**src/rtl/matmul_sequencer_if.sv**
```systemverilog
// Operand/result handshake bundle between the matmul sequencer (master)
// and an inner-product unit (slave).
interface matmul_sequencer_if #(
    parameter int N = 4
);
    logic [32*N-1:0] row;
    logic [32*N-1:0] column;
    logic            row_o_stb;
    logic            column_o_stb;
    logic            row_o_ack;
    logic            column_o_ack;
    logic [31:0]     result;
    logic            result_i_stb;
    logic            result_i_ack;

    modport master (
        output row, column, row_o_stb, column_o_stb, result_i_ack,
        input  row_o_ack, column_o_ack, result, result_i_stb
    );

    modport slave (
        input  row, column, row_o_stb, column_o_stb, result_i_ack,
        output row_o_ack, column_o_ack, result, result_i_stb
    );
endinterface

```
**src/rtl/matmul_sequencer.sv**
```systemverilog
// Sequences C = A x B element by element through an external inner-product unit.
// Optional result-wait timeout: define MATMUL_SEQ_TIMEOUT_EN.
module matmul_sequencer #(
    parameter int N              = 4,
    parameter int TIMEOUT_CYCLES = 1024
) (
    input  logic                clk,
    input  logic                rst,
    input  logic                start,
    input  logic [32*N*N-1:0]   matrix_a,
    input  logic [32*N*N-1:0]   matrix_b,
    matmul_sequencer_if.master  bus,
    output logic [32*N*N-1:0]   matrix_c,
    output logic                busy,
    output logic                done,
    output logic                error
);
    localparam logic [2:0] IDLE     = 3'd0;
    localparam logic [2:0] SEND     = 3'd1;
    localparam logic [2:0] WAIT_RES = 3'd2;
    localparam logic [2:0] NEXT     = 3'd3;
    localparam logic [2:0] DONE     = 3'd4;

    localparam int            IW   = $clog2(N);
    localparam logic [IW-1:0] LAST = IW'(N - 1);

    if (N < 2 || N > 8 || TIMEOUT_CYCLES < 2) begin : g_param_check
        $error("matmul_sequencer: N must be 2..8 and TIMEOUT_CYCLES >= 2");
    end

    logic [2:0]          state;
    logic [32*N*N-1:0]   a_q;
    logic [32*N*N-1:0]   b_q;
    logic [IW-1:0]       r_q;
    logic [IW-1:0]       c_q;
    logic                row_stb;
    logic                col_stb;
    logic [32*N-1:0]     row_vec;
    logic [32*N-1:0]     col_vec;
    logic                acks_done;

    // Operand vectors come straight from the latched copies, so they stay
    // stable for the whole element without extra holding registers.
    always_comb begin
        row_vec = '0;
        col_vec = '0;
        for (int unsigned k = 0; k < N; k++) begin
            row_vec[32*k +: 32] = a_q[32*(int'(r_q)*N + int'(k)) +: 32];
            col_vec[32*k +: 32] = b_q[32*(int'(k)*N + int'(c_q)) +: 32];
        end
    end

    // A strobe already dropped means its ack was seen in an earlier cycle.
    assign acks_done = (!row_stb || bus.row_o_ack) && (!col_stb || bus.column_o_ack);

    assign bus.row          = row_vec;
    assign bus.column       = col_vec;
    assign bus.row_o_stb    = row_stb;
    assign bus.column_o_stb = col_stb;
    assign bus.result_i_ack = (state == SEND) || (state == WAIT_RES);

`ifdef MATMUL_SEQ_TIMEOUT_EN
    localparam int            TW       = $clog2(TIMEOUT_CYCLES + 1);
    localparam logic [TW-1:0] TMO_LAST = TW'(TIMEOUT_CYCLES - 1);

    logic [TW-1:0] tmo_cnt;
    logic          err_q;

    assign error = err_q;
`else
    assign error = 1'b0;
`endif

    always_ff @(posedge clk) begin
        if (rst) begin
            state    <= IDLE;
            a_q      <= '0;
            b_q      <= '0;
            r_q      <= '0;
            c_q      <= '0;
            row_stb  <= 1'b0;
            col_stb  <= 1'b0;
            matrix_c <= '0;
            busy     <= 1'b0;
            done     <= 1'b0;
`ifdef MATMUL_SEQ_TIMEOUT_EN
            tmo_cnt  <= '0;
            err_q    <= 1'b0;
`endif
        end else begin
            done <= 1'b0;
            case (state)
                IDLE: begin
                    if (start) begin
                        a_q      <= matrix_a;
                        b_q      <= matrix_b;
                        r_q      <= '0;
                        c_q      <= '0;
                        matrix_c <= '0;
                        busy     <= 1'b1;
                        row_stb  <= 1'b1;
                        col_stb  <= 1'b1;
                        state    <= SEND;
                    end
                end
                SEND: begin
                    if (row_stb && bus.row_o_ack)    row_stb <= 1'b0;
                    if (col_stb && bus.column_o_ack) col_stb <= 1'b0;
                    if (acks_done)                   state   <= WAIT_RES;
                end
                WAIT_RES: begin
                    if (bus.result_i_stb) begin
                        matrix_c[32*(int'(r_q)*N + int'(c_q)) +: 32] <= bus.result;
                        state <= NEXT;
                    end
                end
                NEXT: begin
                    if (c_q == LAST && r_q == LAST) begin
                        r_q   <= '0;
                        c_q   <= '0;
                        busy  <= 1'b0;
                        done  <= 1'b1;
                        state <= DONE;
                    end else begin
                        if (c_q == LAST) begin
                            c_q <= '0;
                            r_q <= r_q + 1'b1;
                        end else begin
                            c_q <= c_q + 1'b1;
                        end
                        row_stb <= 1'b1;
                        col_stb <= 1'b1;
                        state   <= SEND;
                    end
                end
                DONE:    state <= IDLE;
                default: state <= IDLE;
            endcase
`ifdef MATMUL_SEQ_TIMEOUT_EN
            // Timeout overrides whatever the case statement scheduled.
            if (state == IDLE && start) begin
                tmo_cnt <= '0;
                err_q   <= 1'b0;
            end else if (state == SEND || state == WAIT_RES) begin
                if (tmo_cnt == TMO_LAST) begin
                    tmo_cnt <= '0;
                    err_q   <= 1'b1;
                    row_stb <= 1'b0;
                    col_stb <= 1'b0;
                    busy    <= 1'b0;
                    state   <= IDLE;
                end else begin
                    tmo_cnt <= tmo_cnt + 1'b1;
                end
            end else begin
                tmo_cnt <= '0;
            end
`endif
        end
    end
endmodule

```
**src/flat_wrapper.sv**
```systemverilog
// flat-port wrapper written by rule: the top's interface ports become plain ports
module matmul_sequencer_flat 
#(
    parameter int N              = 4,
    parameter int TIMEOUT_CYCLES = 1024
)
  (clk, rst, start, matrix_a, matrix_b, matrix_c, busy, done, error, bus_row, bus_column, bus_row_o_stb, bus_column_o_stb, bus_result_i_ack, bus_row_o_ack, bus_column_o_ack, bus_result, bus_result_i_stb);
  matmul_sequencer_if #(.N(N)) bus_i ();
  input  logic clk;
  input  logic rst;
  input  logic start;
  input  logic [32*N*N-1:0] matrix_a;
  input  logic [32*N*N-1:0] matrix_b;
  output logic [32*N*N-1:0] matrix_c;
  output logic busy;
  output logic done;
  output logic error;
  output wire logic [$bits(bus_i.row)-1:0] bus_row;
  output wire logic [$bits(bus_i.column)-1:0] bus_column;
  output wire logic [$bits(bus_i.row_o_stb)-1:0] bus_row_o_stb;
  output wire logic [$bits(bus_i.column_o_stb)-1:0] bus_column_o_stb;
  output wire logic [$bits(bus_i.result_i_ack)-1:0] bus_result_i_ack;
  input wire logic [$bits(bus_i.row_o_ack)-1:0] bus_row_o_ack;
  input wire logic [$bits(bus_i.column_o_ack)-1:0] bus_column_o_ack;
  input wire logic [$bits(bus_i.result)-1:0] bus_result;
  input wire logic [$bits(bus_i.result_i_stb)-1:0] bus_result_i_stb;
  assign bus_row = bus_i.row;
  assign bus_column = bus_i.column;
  assign bus_row_o_stb = bus_i.row_o_stb;
  assign bus_column_o_stb = bus_i.column_o_stb;
  assign bus_result_i_ack = bus_i.result_i_ack;
  assign bus_i.row_o_ack = bus_row_o_ack;
  assign bus_i.column_o_ack = bus_column_o_ack;
  assign bus_i.result = bus_result;
  assign bus_i.result_i_stb = bus_result_i_stb;
  matmul_sequencer #(.N(N), .TIMEOUT_CYCLES(TIMEOUT_CYCLES)) u_core (.clk(clk), .rst(rst), .start(start), .matrix_a(matrix_a), .matrix_b(matrix_b), .bus(bus_i), .matrix_c(matrix_c), .busy(busy), .done(done), .error(error));
endmodule
```
**config.mk**
```make
export PLATFORM = sky130hd
export DESIGN_NAME = matmul_sequencer_flat
export DESIGN_NICKNAME = d
export VERILOG_FILES = /design/src/rtl/matmul_sequencer_if.sv /design/src/rtl/matmul_sequencer.sv /design/src/flat_wrapper.sv
export SDC_FILE = /design/constraint.sdc
export NUM_CORES = 2
export LEC_CHECK = 0
export ABC_AREA = 1
export ABC_CLOCK_PERIOD_IN_PS = 6910
export BUFFER_PORTS_ARGS = -buffer_cell sky130_fd_sc_hd__buf_2
export CORE_AREA = 2 2 714 716
export DETAILED_ROUTE_END_ITERATION = 10
export DIE_AREA = 0 0 716 718
export PLACE_DENSITY = 0.36
export SLEW_MARGIN = 20
export SYNTH_ARGS = -nofsm -noshare
export SYNTH_HDL_FRONTEND = slang
export SYNTH_SLANG_ARGS = --single-unit
export TNS_END_PERCENT = 20
```
**constraint.sdc**
```tcl
create_clock -name clk -period 6.91 [get_ports clk]
set_clock_uncertainty 0.05 [all_clocks]
set_input_delay 1.0365 -clock clk [delete_from_list [all_inputs] [get_ports clk]]
set_output_delay 1.0365 -clock clk [all_outputs]
set_load 0.005 [all_outputs]
```
==> results.md <==
* First-pass GRT wire length at 610,000 um
* Hold Buf Count CTS at 0
* Met3 routed wirelength at between 40,000 and 50,000 um
* GRT overflow at 0
* Ys flop type: dfxtp_1
* Largest fanout on the critical path at between 80 and 90
* Core area at slightly above 500,000 um^2
* Mapped cell area at ~62,000 um^2
* CTS Buf Count at 208
* Cell taking the most area after synthesis: dfxtp_1
* Post-CTS Repair Setup Buffers at 0
* Top cell type's share of synthesized area at roughly half
* Drt total wl at ~470,000 um
* Final core utilization at approximately 17%
* DIE HEIGHT at between 700 and 800 um
* CTS sink count at 1,547
* Design area at approximately 85,000 um^2
* Outcome: finished, final reports clean
* TritonCTS clock tree: done
* Kind of critical path: reg -> reg
* Initial core utilization at about an eighth
* R2R cell count at 11
* Post-synth EDFFs at 0
* Avg Inst Size Synth at approximately 7 um^2
* Final hold violation count at 0
* Die ar. at around 500,000 um^2
* Final std cells w/o fill at approximately 17,000
* Overall Power at between 20,000 and 30,000 uW
* Clock tree buffer depth at 4
* Most common cell after layout, fill and taps aside: nand2_1
* Worst hold path class: in -> reg
* Die width at between 700 and 800 um
* DRT iter0 DRCs at just under 6,000
* Post-route ant nets at 0
* Worst-Margin Slew at 1150 ps
* Root Buffer: clkbuf_16
* Final net count at between 10,000 and 15,000
* Drt wl/cell at 27.3 um
* Initial antenna violation count at 250
* Global Route Usage Sum at between 15 and 20%
* Post-DP HPWL at approximately 360,000 um
* Cell count after placement at about 17,000
* Routability cong. at slightly above 0.9
* Vias/cell at 3.96
* Final critical-path share of the clock period at 76.7%
* YS warnings at 0
* Post-synthesis cell count at slightly below 9,000
* Dpl cell area at between 70,000 and 80,000 um^2
* I/O pin count at approximately 1,800
* Routed vias at ~68,000
* CP Capture Type: register
* Vias in the first global route at 64,693
* Met1 wire length at roughly 190,000 um
* Required time of the critical path at 7700 ps
* Syn Nets at 9,772
* Post-CTS sizing at 0
* Top layer in use: met5
* Leakage at 0.0335 uW
* Most frequent cells in the layout: nand2_1 (2,781), buf_2 (1,833), dfxtp_1 (1,543)
* H-tree levels at 4
* Routed wl met2 at 212,000 um
* RSZ-0062 raised after global routing: no
* WP data arrival at 6090 ps
* Buffers added on ports at about 1,800
* DRT Pass-1 Iters at 6
* Crit path time final at ~5300 ps
* FF+latch count, synth at approximately 1,500
* Largest net degree at the start of global routing at ~180
* PD cells at ~330 nW/um^2
* Final Max Slew Viols at 0
* Final setup violation count at 0
* Unique masters post-synth at 32
* DRC at 0
* Max Fclk at approximately 190 MHz
* Row cnt at around 260
* TNS Setup at 0 ps
* # fillers at 58,616
* CTS clk-pin slew, worst paths at around 60 ps
* Max cap viols at 0
* Sequential-to-total area share from yosys stat at between 40% and 50%
* Hold depth at 3
* Share of cells above drive strength 1 at between 20% and 30%
* Worst Setup Start Kind: register
* Synth top area cells: dfxtp_1 (50%), nand2_1 (17%), a21oi_1 (12%)
* Max IR drop VDD at 0.000218 V
* Area Growth Syn to Fin at 37.4%
* Worst-Skew Late Latency at around 970 ps
* Rel. slew slack at 23.6%
* Ys async rst share at 0%
stage by stage:
step                      setup slack (ps)  hold slack, ps
after global routing                  1270             206
after detailed placement              1590             400
after CTS                             1530             145
after global placement                1670             396
final                                 1610             258
after floorplan                       3980             392
kinds of logic (layout without fill, tap and decap cells):
group	count (synthesis)	count (layout)	synth area share [%]
other	1	130	0.00605
xor gates and xnor gates	1	1	0.0262
DFF	1547	1547	49.9
adders and majority gates	5	5	0.101
buffers and inverters	838	2414	5.43
AOI/OAI and AO/OA	2332	2332	19.5
and+or+nand+nor	3981	3981	24.9
report_power, final:
| group | internal, uW | switching (uW) | total, uW |
|---|---|---|---|
| combinational | 1770 | 4870 | 6640 |
| clock | 6500 | 4680 | 11200 |
| sequential | 9780 | 549 | 10300 |
| total | 18100 | 10100 | 28200 |
registers in the layout (all words and copies together) (netlist names):
name                     flops
u_core.a_q                 512
u_core.b_q                 512
u_core.state                 3
u_core.r_q                   2
u_core.done                  1
u_core.bus.column_o_stb      1
u_core.matrix_c            512
u_core.c_q                   2
u_core.busy                  1
u_core.bus.row_o_stb         1
critical path, cell delays in order (launching register included):
cell     delay (ps)
dfxtp_4         820
inv_8           390
ha_4           1010
inv_2           400
nand2_1         600
nor2_1          140
nand2_1         180
nor2_4          110
buf_4           270
o21ai_4         880
nand2_1         110
a21oi_1         170
layer usage:
metal | up-vias | track usage [%]
met2 | 2463 | 27.7
met4 | 110 | 7.90
met1 | 32789 | 20.6
met3 | 777 | 6.42
li1 | 31675 | -
met5 | - | 0
layout make-up:
class / count / area (um^2) / area share (%)
antenna: 129 / 323 / 0.379
inverter: 102 / 420 / 0.493
clock inverter: 56 / 777 / 0.912
multi-input combinational: 6320 / 27900 / 32.7
clock buffer: 316 / 6070 / 7.13
sequential: 1547 / 31000 / 36.4
tap: 6732 / 8420 / 9.88
timing repair buffer: 1940 / 10400 / 12.2
final timing paths:
check                            start                   end  slack [ps]
hold / removal           matrix_a[446]       u_core.a_q[446]         260
setup / recovery         u_core.c_q[0]  u_core.matrix_c[105]        1610
hold reg to reg   u_core.matrix_c[411]  u_core.matrix_c[411]         410
setup reg to reg         u_core.c_q[0]  u_core.matrix_c[105]        1610
Yosys cell counts (all sizes together) (2+ instances only):
master / n
nand2: 2786
o21bai: 32
dfxtp: 1547
clkinv: 2
o22ai: 256
ha: 5
nand4: 2
nor3: 44
nor3b: 5
o21ai: 529
nor2: 811
inv: 100
nor4: 2
nand3: 331
clkbuf: 533
a21oi: 1512
buf: 203
No activity file was read; power rests on OpenSTA's default activity.
